`src/rtl/i2c_slave_ctrl.sv`:
```
// i2c_slave_ctrl: 7-bit-address I2C target with oversampled SCL/SDA.
// Ports: clk, rst_n, scl_in, sda_in -> sda_oe, rx_data/rx_valid,
//   tx_data/tx_req read handshake, addressed, rw, start_det, stop_det.
module i2c_slave_ctrl #(
   parameter logic [6:0] SLAVE_ADDR  = 7'h50,
   parameter int         SYNC_STAGES = 2
) (
   input  logic       clk,
   input  logic       rst_n,
   input  logic       scl_in,
   input  logic       sda_in,
   output logic       sda_oe,
   output logic [7:0] rx_data,
   output logic       rx_valid,
   input  logic [7:0] tx_data,
   output logic       tx_req,
   output logic       addressed,
   output logic       rw,
   output logic       start_det,
   output logic       stop_det
);

   typedef enum logic [2:0] {
      IDLE,
      ADDR,
      ADDR_ACK,
      WR_DATA,
      WR_ACK,
      RD_DATA,
      RD_ACK,
      WAIT_STOP
   } state_t;

   state_t state;

   logic [SYNC_STAGES-1:0] scl_sync;
   logic [SYNC_STAGES-1:0] sda_sync;
   logic                   scl_d;
   logic                   sda_d;
   logic                   scl_s;
   logic                   sda_s;

   logic scl_rise;
   logic scl_fall;
   logic start_ev;
   logic stop_ev;

   logic [3:0] cnt;
   logic [7:0] shift;
   logic [7:0] shift_in;

   // Synchronizers reset to the idle bus level (both lines high) so
   // reset release cannot fabricate an edge or START/STOP.
   always_ff @(posedge clk or negedge rst_n) begin
      if (!rst_n) begin
         scl_sync <= '1;
         sda_sync <= '1;
         scl_d    <= 1'b1;
         sda_d    <= 1'b1;
      end else begin
         scl_sync <= {scl_sync[SYNC_STAGES-2:0], scl_in};
         sda_sync <= {sda_sync[SYNC_STAGES-2:0], sda_in};
         scl_d    <= scl_sync[SYNC_STAGES-1];
         sda_d    <= sda_sync[SYNC_STAGES-1];
      end
   end

   assign scl_s = scl_sync[SYNC_STAGES-1];
   assign sda_s = sda_sync[SYNC_STAGES-1];

   assign scl_rise = scl_s & ~scl_d;
   assign scl_fall = ~scl_s & scl_d;

   // START/STOP need SCL stable high across both samples.
   assign start_ev = scl_s & scl_d & sda_d & ~sda_s;
   assign stop_ev  = scl_s & scl_d & ~sda_d & sda_s;

   assign shift_in = {shift[6:0], sda_s};

   always_ff @(posedge clk or negedge rst_n) begin
      if (!rst_n) begin
         state     <= IDLE;
         cnt       <= 4'd0;
         shift     <= 8'd0;
         sda_oe    <= 1'b0;
         rx_data   <= 8'd0;
         rx_valid  <= 1'b0;
         tx_req    <= 1'b0;
         addressed <= 1'b0;
         rw        <= 1'b0;
         start_det <= 1'b0;
         stop_det  <= 1'b0;
      end else begin
         rx_valid  <= 1'b0;
         tx_req    <= 1'b0;
         start_det <= 1'b0;
         stop_det  <= 1'b0;

         if (start_ev) begin
            start_det <= 1'b1;
            state     <= ADDR;
            cnt       <= 4'd0;
            sda_oe    <= 1'b0;
            addressed <= 1'b0;
         end else if (stop_ev) begin
            stop_det  <= 1'b1;
            state     <= IDLE;
            cnt       <= 4'd0;
            sda_oe    <= 1'b0;
            addressed <= 1'b0;
         end else begin
            unique case (state)
               IDLE: begin
               end

               // cnt==8 marks "address matched, ACK pending
               // on the next falling edge".
               ADDR: begin
                  if (scl_rise) begin
                     shift <= shift_in;
                     if (cnt == 4'd7) begin
                        if (shift[6:0] == SLAVE_ADDR) begin
                           rw  <= sda_s;
                           cnt <= 4'd8;
                        end else begin
                           state <= WAIT_STOP;
                           cnt   <= 4'd0;
                        end
                     end else begin
                        cnt <= cnt + 4'd1;
                     end
                  end else if (scl_fall && cnt == 4'd8) begin
                     sda_oe    <= 1'b1;
                     addressed <= 1'b1;
                     state     <= ADDR_ACK;
                     cnt       <= 4'd0;
                  end
               end

               ADDR_ACK: begin
                  if (scl_rise) begin
                     tx_req <= rw;
                  end else if (scl_fall) begin
                     cnt <= 4'd0;
                     if (rw) begin
                        shift  <= tx_data;
                        sda_oe <= ~tx_data[7];
                        state  <= RD_DATA;
                     end else begin
                        sda_oe <= 1'b0;
                        state  <= WR_DATA;
                     end
                  end
               end

               WR_DATA: begin
                  if (scl_rise) begin
                     shift <= shift_in;
                     cnt   <= cnt + 4'd1;
                     if (cnt == 4'd7) begin
                        rx_data  <= shift_in;
                        rx_valid <= 1'b1;
                     end
                  end else if (scl_fall && cnt == 4'd8) begin
                     sda_oe <= 1'b1;
                     state  <= WR_ACK;
                     cnt    <= 4'd0;
                  end
               end

               WR_ACK: begin
                  if (scl_fall) begin
                     sda_oe <= 1'b0;
                     state  <= WR_DATA;
                     cnt    <= 4'd0;
                  end
               end

               // MSB is already on the bus at entry; each fall
               // advances one bit, the 8th fall releases SDA.
               RD_DATA: begin
                  if (scl_fall) begin
                     if (cnt == 4'd7) begin
                        sda_oe <= 1'b0;
                        state  <= RD_ACK;
                        cnt    <= 4'd0;
                     end else begin
                        shift  <= {shift[6:0], 1'b0};
                        sda_oe <= ~shift[6];
                        cnt    <= cnt + 4'd1;
                     end
                  end
               end

               // cnt==1 records that the master ACKed, so the
               // next fall loads the fresh byte.
               RD_ACK: begin
                  if (scl_rise) begin
                     if (!sda_s) begin
                        tx_req <= 1'b1;
                        cnt    <= 4'd1;
                     end else begin
                        state     <= WAIT_STOP;
                        addressed <= 1'b0;
                     end
                  end else if (scl_fall && cnt == 4'd1) begin
                     shift  <= tx_data;
                     sda_oe <= ~tx_data[7];
                     state  <= RD_DATA;
                     cnt    <= 4'd0;
                  end
               end

               WAIT_STOP: begin
                  sda_oe <= 1'b0;
               end

               default: begin
                  state <= IDLE;
               end
            endcase
         end
      end
   end

endmodule

```
`config.mk`:
```
export PLATFORM = sky130hd
export DESIGN_NAME = i2c_slave_ctrl
export DESIGN_NICKNAME = d
export VERILOG_FILES = /design/src/rtl/i2c_slave_ctrl.sv
export SDC_FILE = /design/constraint.sdc
export NUM_CORES = 1
export LEC_CHECK = 0
export CAP_MARGIN = 10
export CORE_UTILIZATION = 25
export CTS_CLUSTER_SIZE = 24
export DETAILED_ROUTE_END_ITERATION = 7
export MAX_ROUTING_LAYER = met4
export SYNTH_ARGS = -nofsm -noshare
export SYNTH_HDL_FRONTEND = slang
export SYNTH_SLANG_ARGS = --single-unit
```
`constraint.sdc`:
```
create_clock -name clk -period 2.1 [get_ports clk]
set_input_delay 0.315 -clock clk [delete_from_list [all_inputs] [get_ports clk]]
set_output_delay 0.315 -clock clk [all_outputs]
set_load 0.02 [all_outputs]
```
==> reports/metrics.yaml <==
critPathArrivalTime_ns: 2.20
netlist_area_um2: 2130
cp.required_ns: 2.28
synth-edff-count: 0
initialDrtViolationCount: 118
detail-route-antenna-nets: 0
grt_pass1_vias: 1927
num_vias: 1906
cts.path.max_buffers: 2
finalSetupViolCount: 0
cts_tree: "yes"
rows: 33
core_area_um2: 8260
dp_cells: 371
reg2reg_from: "scl_sync[1]"
hp-class: "input pin to async pin"
syn_nets: 234
outcome: "complete, no violations"
hpwl_um: 4330
layout.nets: 290
powerDensity_nw_per_um2: 1260
critPathLaunch: "scl_sync[1]"
fin_ws_ns: 0.0793
instances_no_fill: 381
io_pins: 27
antenna_found_initial: 0
slew_violations: 0
drc: 0
min_period_ns: 2.02
drt-total-wl_um: 5900
ir_drop_uv: 546
chipWidth_um: 94.4
ys_types: 51
holdWs_ns: 0.107
fin_setup_tns_ns: 0
seq_area_frac_synth_pct: 41.4
crit_type: "flop to flop"
grt_pass1_wl_um: 9610
cts_max_level: 2
synth_seq_cells: 35
critPathLaunchType: "flop"
numCtsBuffers: 5
n_fill_cell: 854
fmax_ghz: 0.495
path_clk_slew_ns: 0.08
port-buffer-count: 26
skew_ns: 0.00465
syn_avg_cell_area_um2: 9.75
grtUsageTotal_pct: 14.4
ys.flop_type: "dfrtp_1"
cap_viol_max_count: 0
worstSetupEndpointType: "flop"
grt_max_degree: 36
place_ws_ns: 0.0215
finalCritPeriodShare_pct: 96.2
start_util_pct: 25.8
dieHeight_um: 94.4
first_pass_iters: 4
clk_latency_ns: 0.29
worst-slew-pin-transition_ns: 0.802
clock-sinks: 35
diodes: 0
drive_gt1_share_pct: 31.2
cp_max_fo: 9
avgViaCountPerCell: 5.00
yosys_warnings: 0
slew_headroom_pct: 46.6
syn_to_final_growth_pct: 35.8
synthArstFlopShare_pct: 100
rsz0062_at_grt: "false"
dieArea_um2: 8910
cts_hold_buf: 0
cts-root-buf: "clkbuf_8"
syn_inst: 219
finalWeightedCongestion: 0.935
timing.final.hold_violations: 0
p_leak_uw: 0.00120
wl_per_cell_um: 15.5
overflow: 0
power breakdown:
group | total (uW) | switching, uW | leakage [uW] | internal (uW)
clock network | 665 | 274 | 0.0000618 | 391
registers | 1030 | 188 | 0.000438 | 843
logic | 1950 | 969 | 0.000703 | 986
layer usage:
layer,share of wire (%),vias to the layer above,global-route usage [%]
met5,0,-,-
met4,0.14,0,3.59
met3,5.1,2,3.06
met2,48,54,22.8
met1,47,922,18.8
li1,-,928,-
cells in the final DEF, fill, tap and decap left out, drive strengths merged, types with 5 or more instances in the layout:
master / synthesis / routed
buf: 8 / 35
dfrtp: 29 / 29
clkdlybuf4s50: 0 / 25
mux2: 25 / 25
nor2: 21 / 21
o21ai: 20 / 20
nand2: 13 / 13
nand2b: 8 / 8
a21oi: 8 / 8
inv: 6 / 7
clkbuf: 3 / 6
dfstp: 6 / 6
o211ai: 5 / 5
nor3: 5 / 5
flip-flops by register name (all words and copies together) (netlist names), 2 cells and up:
| register | cells |
|---|---|
| rx_data | 8 |
| shift | 7 |
| cnt | 4 |
| state | 3 |
| scl_sync | 2 |
| sda_sync | 2 |
critical path, cell delays in order (launching register included):
cell	delay, ns
dfstp_2	0.62
nand2b_1	0.29
o21ai_0	0.18
a31oi_2	0.28
a211o_1	0.19
mux2_2	0.34
worst paths after layout:
path | to | slack (ns) | depth (start not counted)
worst max-delay path | state[1] | 0.08 | 5
worst min-delay path | start_det | 0.11 | 1
worst max register to register | state[1] | 0.08 | 5
worst min register to register | sda_sync[1] | 0.36 | 0
max in group asynchronous | cnt[1] | 1.43 | 1
min in group clk | sda_sync[1] | 0.36 | 0
synthesized netlist by cell type, drive strengths merged, types with 2 or more instances:
master | count | area, um^2
dfrtp | 29 | 726
mux2 | 25 | 282
nor2 | 21 | 78.8
o21ai | 20 | 100
nand2 | 13 | 48.8
a21oi | 8 | 43.8
buf | 8 | 38.8
nand2b | 8 | 50.1
dfstp | 6 | 158
inv | 6 | 22.5
nor3 | 5 | 25.0
o211ai | 5 | 37.5
a211o | 4 | 35.0
a211oi | 4 | 30.0
a31oi | 4 | 25.0
nand3 | 4 | 20.0
a21o | 3 | 22.5
and3 | 3 | 18.8
clkbuf | 3 | 11.3
ha | 3 | 37.5
nor2b | 3 | 18.8
nor3b | 3 | 27.5
a2111oi | 2 | 17.5
a221oi | 2 | 35.0
and2 | 2 | 12.5
nand3b | 2 | 15.0
nand4 | 2 | 12.5
nor4 | 2 | 27.5
o22ai | 2 | 12.5
o31ai | 2 | 15.0
xnor2 | 2 | 17.5
final cells by class:
type                            count  area, um^2  area share [%]
Clock buffer                        6        82.6            2.85
Inverter                            6        22.5           0.777
Multi-Input combinational cell    167        1210            41.9
Clock inverter                      2        38.8            1.34
Timing Repair Buffer               60         523            18.0
Tap cell                          105         131            4.53
Sequential cell                    35         886            30.6
cells by family after synthesis:
family	Yosys count	synth area share (%)
AO/OA/AOI/OAI	62	20.0
flip-flops	35	41.4
multiplexers	26	13.7
AND/OR/NAND/NOR	74	19.0
XOR/XNOR	2	0.821
buffers and inverters	17	3.40
adder cells (fa/ha/maj)	3	1.76
metrics by stage:
| step | util [%] | total power, uW | instance area (um^2) |
|---|---|---|---|
| finish | 35.1 | 3650 | 2900 |
| global placement | 33.0 | 2930 | 2720 |
| global route | 35.1 | 3890 | 2900 |
| floorplan | - | 2200 | 2130 |
| detailed placement | 33.0 | 2940 | 2720 |
| CTS | 34.7 | 3620 | 2870 |
what timing repair did:
| item | in CTS | in global routing |
|---|---|---|
| setup buffers | 2 | 0 |
| resized for setup | 1 | 10 |
| pin swaps | 0 | 1 |
| endpoints found under the setup margin | 6 | 12 |
(Power assumes the default switching activity.)
